--- src/rtl/slave_msg_packer.sv ---
// Round-robin message packer: drains up to MAX_LEN bytes from one slave source
// and streams them as an AA/addr/len/payload/csum packet over valid/ready.
module slave_msg_packer #(
  parameter int N_SRC   = 5,
  parameter int MAX_LEN = 16
) (
  input  logic                 sys_clk,
  input  logic                 rst,
  input  logic [N_SRC-1:0]     have_msg_bus,
  input  logic [8*N_SRC-1:0]   slave_data_bus,
  output logic [N_SRC-1:0]     rdreq_bus,
  output logic [7:0]           tx_data,
  output logic                 tx_valid,
  input  logic                 tx_ready,
  output logic                 busy,
  output logic                 pkt_done
);

  localparam int SEL_W  = (N_SRC > 1) ? $clog2(N_SRC) : 1;
  localparam int MEM_AW = (MAX_LEN > 1) ? $clog2(MAX_LEN) : 1;
  localparam logic [SEL_W-1:0] LAST_INIT = SEL_W'(N_SRC - 1);
  localparam logic [7:0] MAX_LEN_B = 8'(MAX_LEN);
  localparam logic [7:0] SOF_BYTE  = 8'hAA;

  typedef enum logic [2:0] {IDLE, GATHER, SOF, ADDR, LEN, PAYLOAD, CSUM} state_t;

  state_t           state_reg;
  logic             cap_phase_reg;
  logic [SEL_W-1:0] sel_reg;
  logic [SEL_W-1:0] last_reg;
  logic [7:0]       cnt_reg;
  logic [7:0]       idx_reg;
  logic [7:0]       csum_reg;
  logic [7:0]       tx_data_reg;
  logic             tx_valid_reg;

  logic [7:0]       pay_mem [MAX_LEN];

  logic             grant_any;
  logic [SEL_W-1:0] grant_idx;
  logic             read_req;
  logic [7:0]       cur_byte;
  logic [7:0]       addr_byte;
  logic             tx_fire;

  // Search starts just after the last granted source so every requester is
  // eventually served.
  always_comb begin
    int               cand;
    logic [SEL_W-1:0] cand_idx;
    grant_any = 1'b0;
    grant_idx = '0;
    cand      = 0;
    cand_idx  = '0;
    for (int k = 1; k <= N_SRC; k++) begin
      cand = int'(last_reg) + k;
      if (cand >= N_SRC) cand = cand - N_SRC;
      cand_idx = SEL_W'(cand);
      if (!grant_any && have_msg_bus[cand_idx]) begin
        grant_any = 1'b1;
        grant_idx = cand_idx;
      end
    end
  end

  // The read strobe is decoded directly from state so the FIFO byte arrives
  // in the very next (capture) cycle.
  assign read_req = (state_reg == GATHER) && !cap_phase_reg &&
                    have_msg_bus[sel_reg] && (cnt_reg < MAX_LEN_B);

  generate
    for (genvar gi = 0; gi < N_SRC; gi++) begin : g_rdreq
      assign rdreq_bus[gi] = read_req && (sel_reg == SEL_W'(gi));
    end
  endgenerate

  assign cur_byte  = slave_data_bus[{sel_reg, 3'b000} +: 8];
  assign addr_byte = 8'(sel_reg);
  assign tx_fire   = tx_valid_reg && tx_ready;

  assign tx_data  = tx_data_reg;
  assign tx_valid = tx_valid_reg;
  assign busy     = (state_reg != IDLE);
  assign pkt_done = (state_reg == CSUM) && tx_fire;

  always_ff @(posedge sys_clk) begin
    if ((state_reg == GATHER) && cap_phase_reg)
      pay_mem[MEM_AW'(cnt_reg)] <= cur_byte;
  end

  always_ff @(posedge sys_clk or posedge rst) begin
    if (rst) begin
      state_reg     <= IDLE;
      cap_phase_reg <= 1'b0;
      sel_reg       <= '0;
      last_reg      <= LAST_INIT;
      cnt_reg       <= 8'd0;
      idx_reg       <= 8'd0;
      csum_reg      <= 8'd0;
      tx_data_reg   <= 8'd0;
      tx_valid_reg  <= 1'b0;
    end else begin
      case (state_reg)
        IDLE: begin
          if (grant_any) begin
            sel_reg       <= grant_idx;
            last_reg      <= grant_idx;
            cnt_reg       <= 8'd0;
            csum_reg      <= 8'd0;
            cap_phase_reg <= 1'b0;
            state_reg     <= GATHER;
          end
        end
        GATHER: begin
          if (cap_phase_reg) begin
            csum_reg      <= csum_reg ^ cur_byte;
            cnt_reg       <= cnt_reg + 8'd1;
            cap_phase_reg <= 1'b0;
          end else if (read_req) begin
            cap_phase_reg <= 1'b1;
          end else begin
            tx_data_reg  <= SOF_BYTE;
            tx_valid_reg <= 1'b1;
            state_reg    <= SOF;
          end
        end
        SOF: begin
          if (tx_fire) begin
            tx_data_reg <= addr_byte;
            state_reg   <= ADDR;
          end
        end
        ADDR: begin
          if (tx_fire) begin
            tx_data_reg <= cnt_reg;
            state_reg   <= LEN;
          end
        end
        LEN: begin
          if (tx_fire) begin
            tx_data_reg <= pay_mem[0];
            idx_reg     <= 8'd1;
            state_reg   <= PAYLOAD;
          end
        end
        PAYLOAD: begin
          if (tx_fire) begin
            if (idx_reg == cnt_reg) begin
              tx_data_reg <= csum_reg ^ addr_byte ^ cnt_reg;
              state_reg   <= CSUM;
            end else begin
              tx_data_reg <= pay_mem[MEM_AW'(idx_reg)];
              idx_reg     <= idx_reg + 8'd1;
            end
          end
        end
        CSUM: begin
          if (tx_fire) begin
            tx_valid_reg <= 1'b0;
            state_reg    <= IDLE;
          end
        end
        default: state_reg <= IDLE;
      endcase
    end
  end

endmodule

--- config.mk ---
export PLATFORM = sky130hd
export DESIGN_NAME = slave_msg_packer
export DESIGN_NICKNAME = d
export VERILOG_FILES = /design/src/rtl/slave_msg_packer.sv
export SDC_FILE = /design/constraint.sdc
export NUM_CORES = 1
export LEC_CHECK = 0
export CAP_MARGIN = 0
export CORE_ASPECT_RATIO = 2
export CORE_MARGIN = 4
export CORE_UTILIZATION = 50
export CTS_BUF_LIST = sky130_fd_sc_hd__clkbuf_8
export CTS_CLUSTER_DIAMETER = 30
export DETAILED_ROUTE_END_ITERATION = 16
export PLACE_DENSITY = 0.78
export SYNTH_ARGS = -nofsm -noshare
export SYNTH_HDL_FRONTEND = slang
export SYNTH_SLANG_ARGS = --single-unit
--- constraint.sdc ---
create_clock -name sys_clk -period 8 [get_ports sys_clk]
set_input_delay 2 -clock sys_clk [delete_from_list [all_inputs] [get_ports sys_clk]]
set_output_delay 2 -clock sys_clk [all_outputs]
set_load 0.03 [all_outputs]
==> results of run 1 <==
-- placed cells by master (no fill, tap or decap), types with 4 or more instances in the layout --
| cell type | netlist | routed |
|---|---|---|
| edfxtp_1 | 128 | 128 |
| clkdlybuf4s50_1 | 0 | 63 |
| mux4_2 | 51 | 51 |
| nor2_1 | 47 | 46 |
| nand2_1 | 44 | 44 |
| dfrtp_1 | 40 | 39 |
| xnor2_1 | 31 | 31 |
| a21oi_1 | 25 | 25 |
| o21ai_0 | 23 | 22 |
| inv_1 | 17 | 17 |
| clkbuf_8 | 0 | 17 |
| nor2b_1 | 16 | 16 |
| ha_1 | 16 | 16 |
| mux2i_1 | 13 | 13 |
| a22o_1 | 12 | 12 |
| nand3_1 | 12 | 12 |
| nor3_1 | 11 | 11 |
| buf_4 | 0 | 11 |
| a31oi_1 | 9 | 9 |
| a21o_1 | 9 | 9 |
| xor2_1 | 9 | 9 |
| nand2b_1 | 8 | 8 |
| nand4_1 | 8 | 8 |
| a211oi_1 | 8 | 8 |
| and2_1 | 6 | 6 |
| inv_6 | 0 | 6 |
| nor4_1 | 5 | 5 |
| or3_1 | 4 | 4 |
| o221ai_1 | 4 | 4 |
| and3_1 | 4 | 4 |
-- logic make-up after synthesis --
| family | synth area share [%] |
|---|---|
| simple gates | 9.82 |
| flops | 56.2 |
| compound gates | 9.43 |
| mux | 15.1 |
| buf+inv | 2.87 |
| xor+xnor | 4.04 |
| fa+ha+maj | 2.54 |
-- metal layers --
metal,track usage (%),routed length (um)
met3,3.31,883
met1,23.5,6900
met2,42.0,12500
met5,0,0
met4,11.8,952
-- Yosys cell counts (4+ instances only) --
master	instances
a211oi_1	8
a21o_1	9
a21oi_1	25
a22o_1	12
a31oi_1	9
and2_1	6
and3_1	4
buf_2	10
clkbuf_1	29
dfrtp_1	40
edfxtp_1	128
ha_1	16
inv_1	17
mux2i_1	13
mux4_2	51
nand2_1	44
nand2b_1	8
nand3_1	12
nand4_1	8
nor2_1	47
nor2b_1	16
nor3_1	11
nor4_1	5
o21ai_0	23
o221ai_1	4
or3_1	4
xnor2_1	31
xor2_1	9
-- layout make-up --
cell class / count / share of cell area (%)
tap: 207 / 2.62
clock buffer: 17 / 2.37
inverter: 18 / 0.683
sequential: 169 / 49.3
clock inverter: 15 / 1.89
timing repair buffer: 74 / 7.21
multi-input combinational: 419 / 36.0
-- worst register-to-register path: stages, from the launching register on --
cell	delay (ps)
dfrtp_1	1020
inv_1	460
ha_1	440
a21o_1	220
mux4_2	530
mux2i_1	170
o32ai_1	480
or3_1	380
nor4_4	120
or4_1	560
a31o_1	220
-- final timing paths --
kind,start,end,slack [ps]
max,have_msg_bus[0],rdreq_bus[1],1620
min,tx_data[7],tx_data[7],490
max reg2reg,sel_reg[1],sel_reg[0],3310
min reg2reg,tx_data[7],tx_data[7],490
max in group asynchronous,rst,idx_reg[0],5650
min in group asynchronous,rst,tx_data[4],1970
-- metrics by stage --
step / setup slack, ps / instance area (um^2) / hold WS [ps]
6_report: 1620 / 9890 / 487
5_1_grt: 1510 / 9890 / 498
4_1_cts: 1610 / 9890 / 486
3_5_place_dp: 1620 / 9470 / 465
3_3_place_gp: 1690 / 9470 / 471
2_1_floorplan: 2810 / 8670 / 525
-- power by group through the flow --
stage	Clock (uW)	Sequential [uW]	Combinational (uW)
final	640	1280	1760
after global routing	682	1290	1910
after CTS	647	1280	1750
after detailed placement	0	1290	1740
after global placement	0	1290	1690
after floorplan	0	1260	1300
==> impl_metrics.env, run 1 <==
export IMPL_fin_skew_ps=18.5
export IMPL_clock_power_share_pct=17.4
export IMPL_syn_area_um2=8670
export IMPL_min_path_type="reg2reg"
export IMPL_antenna_found_initial=0
export IMPL_grt_pass1_vias=6081
export IMPL_avgViaCountPerCell=6.26
export IMPL_top_register="pay_mem"
export IMPL_whs_path_depth=1
export IMPL_synth_edf_count=128
export IMPL_start_util_pct=51.2
export IMPL_grt_first_pass_wirelength_um=33100
export IMPL_rr_worst_depth=10
export IMPL_ys_seq_area_share_pct=56.2
export IMPL_die_width_um=101
export IMPL_clk_latency_ps=470
export IMPL_intPower_uw=2180
export IMPL_p_comb_share_pct=47.8
export IMPL_switching_power_uw=1490
export IMPL_numPortBuffers=63
export IMPL_worstPathCellList="clkdlybuf4s50_1, mux4_2, a22o_1, nand3_1, nor2_1, and2_1, clkdlybuf4s50_1"
export IMPL_period_minus_slack_ps=6380
export IMPL_post_drt_wl_per_cell_um=23.1
export IMPL_antenna_cells=0
export IMPL_hold_buffers=0
export IMPL_syn_area_per_cell_um2=13.4
export IMPL_cap_violations=0
export IMPL_critPathKind="in2out"
export IMPL_timing_critical_path_mode_cell="clkdlybuf4s50_1"
export IMPL_dieArea_um2=19600
export IMPL_p_leak_uw=0.00346
export IMPL_postCtsSetupRepairBufs=0
export IMPL_worstMarginPinSlew_ps=1230
export IMPL_cpLargestDelayFamily="buffers and inverters"
export IMPL_final_net_count=764
export IMPL_drc=0
export IMPL_ant_nets=0
export IMPL_grt_max_degree=42
export IMPL_swShare_pct=40.6
export IMPL_numCtsBuffers=17
export IMPL_rows=67
export IMPL_synth_cell_types=62
export IMPL_critPathRequiredTime_ps=6000
export IMPL_drive_above_1_share_pct=14.3
export IMPL_ys_ff_latch=169
export IMPL_synthTopCellsByArea="edfxtp_1 (44%), mux4_2 (13%), dfrtp_1 (12%), xnor2_1 (3.1%), ha_1 (2.3%)"
export IMPL_end_kind="output port"
export IMPL_synthFlopType="edfxtp_1"
export IMPL_gp_congestion=0.972
export IMPL_cts_tree="yes"
export IMPL_wirelength_um=21200
export IMPL_dpl_cell_count=887
export IMPL_crit_fanout=8
export IMPL_cp_start_kind="primary input"
export IMPL_vias=5753
export IMPL_finalCritPeriodShare_pct=79.8
export IMPL_synth_nets=714
export IMPL_p_total_uw=3670
export IMPL_htreeDepth=4
export IMPL_synth_top_area_cell="edfxtp_1"
export IMPL_yosysWarningCount=0
export IMPL_outcome="completed"
export IMPL_setup_viol=0
export IMPL_synth_top_area_share_pct=44.3
export IMPL_postLayoutCoreUtil_pct=58.4
export IMPL_syn2layout_area_growth_pct=14.0
export IMPL_clock_sinks=169
export IMPL_core_area_um2=16900
export IMPL_grt_overflow=0
export IMPL_path_clk_slew_ps=90
export IMPL_ir_drop_v=0.000258
export IMPL_crit_slowest_cell="clkdlybuf4s50_1"
export IMPL_rsz0062_at_grt="no"
export IMPL_max_freq_ghz=0.157
export IMPL_report_final_slew_viol_count=0
export IMPL_fin_setup_tns_ps=0
export IMPL_seqPwrFrac_pct=34.8
export IMPL_power_per_cell_area_nw_per_um2=371
export IMPL_synthCells=649
export IMPL_dr_pass1_iters=5
export IMPL_nFillCells=1331
export IMPL_hold_viol_final=0
export IMPL_cts_resized=0
export IMPL_clockBufferDepth=2
export IMPL_ioPinCount=64
export IMPL_path_depth=7
export IMPL_slew_headroom_pct=17.1
export IMPL_seq_area_um2=4870
export IMPL_grt_usage_pct=22.6
export IMPL_cpPeakStageDelay_ps=590
export IMPL_first_iter_violations=406
export IMPL_crit_arrival_ps=4380
export IMPL_critPathBufInv=2
export IMPL_largest_reg_flops=128
export IMPL_cts_root_buf="clkbuf_8"
export IMPL_hpwl_um=15700
export IMPL_post_layout_nonfiller_instances=919
export IMPL_die_y_um=194
export IMPL_ys_async_sr_fraction_pct=24.3
export IMPL_multi_input_area_um2=3560
Power figures use the tool's default switching activity.
==> inputs of run 2 (changes only) <==
Clock period 8 ns to 6.1 ns, I/O delays scaled along.
==> impl_metrics.env, run 2 (synthesis gave the netlist of run 1 again) <==
export IMPL_max_freq_ghz=0.182
export IMPL_htreeDepth=4
export IMPL_min_path_type="reg2reg"
export IMPL_path_clk_slew_ps=90
export IMPL_nFillCells=1316
export IMPL_numPortBuffers=63
export IMPL_report_final_slew_viol_count=0
export IMPL_grt_pass1_vias=6194
export IMPL_clock_sinks=169
export IMPL_busiest_layer="met2"
export IMPL_final_cell_area_um2=9860
export IMPL_clk_latency_ps=470
export IMPL_final_common_cell="edfxtp_1"
export IMPL_dr_pass1_iters=5
export IMPL_antenna_cells=0
export IMPL_slew_headroom_pct=21.1
export IMPL_dpl_cell_count=890
export IMPL_postCtsSetupRepairBufs=0
export IMPL_post_place_ws_ps=657
export IMPL_grt_util_met1_pct=23.8
export IMPL_cts_root_buf="clkbuf_8"
export IMPL_grt_overflow=0
export IMPL_ir_drop_v=0.000268
export IMPL_clockBufferDepth=2
export IMPL_final_cell_mix="edfxtp_1 (128), clkdlybuf4s50_1 (63), mux4_2 (51)"
export IMPL_gp_congestion=0.956
export IMPL_final_net_count=767
export IMPL_cp_start_kind="primary input"
export IMPL_hold_viol_final=0
export IMPL_worstMarginPinSlew_ps=1180
export IMPL_fin_setup_tns_ps=0
export IMPL_first_iter_violations=389
export IMPL_start_util_pct=51.2
export IMPL_drc=0
export IMPL_period_minus_slack_ps=5480
export IMPL_ioPinCount=64
export IMPL_fin_skew_ps=12.4
export IMPL_post_layout_nonfiller_instances=922
export IMPL_setup_viol=0
export IMPL_power_per_cell_area_nw_per_um2=484
export IMPL_rsz0062_at_grt="no"
export IMPL_die_y_um=194
export IMPL_cpPeakStageDelay_ps=590
export IMPL_drive_above_1_share_pct=14.5
export IMPL_rows=67
export IMPL_placed_area_um2=9490
export IMPL_top_register="pay_mem"
export IMPL_met3_usage_pct=4.03
export IMPL_cts_tree="yes"
export IMPL_dieArea_um2=19600
export IMPL_setup_ws_ps=619
export IMPL_grt_first_pass_wirelength_um=34200
export IMPL_hpwl_um=16400
export IMPL_finalCritPeriodShare_pct=89.9
export IMPL_whs_ps=482
export IMPL_p_leak_uw=0.00345
export IMPL_crit_arrival_ps=3960
export IMPL_crit_slowest_cell="clkdlybuf4s50_1"
export IMPL_worstPathCellList="clkdlybuf4s50_1, mux4_2, a22o_1, nand3_1, nor2_1, and2_1, clkdlybuf4s50_1"
export IMPL_post_drt_wl_per_cell_um=23.8
export IMPL_critPathKind="in2out"
export IMPL_antenna_found_initial=0
export IMPL_outcome="completed"
export IMPL_cap_violations=0
export IMPL_wirelength_um=22000
export IMPL_end_kind="output port"
export IMPL_numCtsBuffers=17
export IMPL_r2r_slack_ps=1340
export IMPL_cts_resized=0
export IMPL_grt_usage_pct=23.3
export IMPL_hold_buffers=0
export IMPL_critPathRequiredTime_ps=4580
export IMPL_avgViaCountPerCell=6.40
export IMPL_cpLargestDelayFamily="buffers and inverters"
export IMPL_crit_fanout=8
export IMPL_die_width_um=101
export IMPL_grt_max_degree=42
export IMPL_core_area_um2=16900
export IMPL_vias=5902
export IMPL_critPathBufInv=2
export IMPL_syn2layout_area_growth_pct=13.7
export IMPL_largest_reg_flops=128
export IMPL_timing_critical_path_mode_cell="clkdlybuf4s50_1"
export IMPL_met2_usage_pct=43.1
export IMPL_ant_nets=0
[run 2: changes by cell type in the layout (fill, tap and decap cells not counted)]
cell,before,now
buf_4,11,14
nor2_1,46,47
inv_8,1,2
inv_1,17,16
clkinv_4,1,4
clkinv_1,1,2
bufinv_16,3,1
clkinv_2,1,2
inv_6,6,3
nor2_2,1,0
[run 2: final cells by class]
type | count | area, um^2 | area share, %
inverter | 18 | 67.6 | 0.685
clock buffer | 17 | 234 | 2.37
timing repair buffer | 77 | 736 | 7.46
tap | 207 | 259 | 2.63
sequential | 169 | 4870 | 49.4
multi-input combinational | 419 | 3550 | 36.0
clock inverter | 15 | 143 | 1.45
[run 2: final timing paths]
| check | start | end | cells after the start |
|---|---|---|---|
| max | have_msg_bus[0] | rdreq_bus[0] | 7 |
| min | tx_data[7] | tx_data[7] | 1 |
| max reg2reg | sel_reg[0] | sel_reg[0] | 10 |
| min reg2reg | tx_data[7] | tx_data[7] | 1 |
| max in group asynchronous | rst | tx_data[0] | 3 |
| min in group asynchronous | rst | state_reg[1] | 3 |
[run 2: routing by layer]
| layer | vias up | wire length (um) |
|---|---|---|
| li1 | 2599 | - |
| met1 | 2964 | 7050 |
| met2 | 262 | 12800 |
| met3 | 77 | 966 |
| met4 | 0 | 1200 |
| met5 | - | 0 |
[run 2: worst reg2reg max path: cells and delay by family (launching register included)]
family	cells	cell delay, ps
flip-flops	1	1130
AND/OR/NAND/NOR	3	1000
buffers and inverters	2	670
AO/OA/AOI/OAI	4	1000
adder cells (fa/ha/maj)	1	840
[run 2: per-stage QoR]
step	power, uW	utilization, %
after detailed placement	4020	56.0
after CTS	4780	58.3
after floorplan	3360	-
after global routing	5040	58.3
final	4770	58.3
after global placement	3960	56.0
[run 2: power by group]
group	switching, uW	leakage, uW	total, uW	internal, uW
combinational	1380	0.00158	2340	961
sequential	178	0.00168	1670	1490
clock	425	0.000188	755	330
total	1990	0.00345	4770	2780
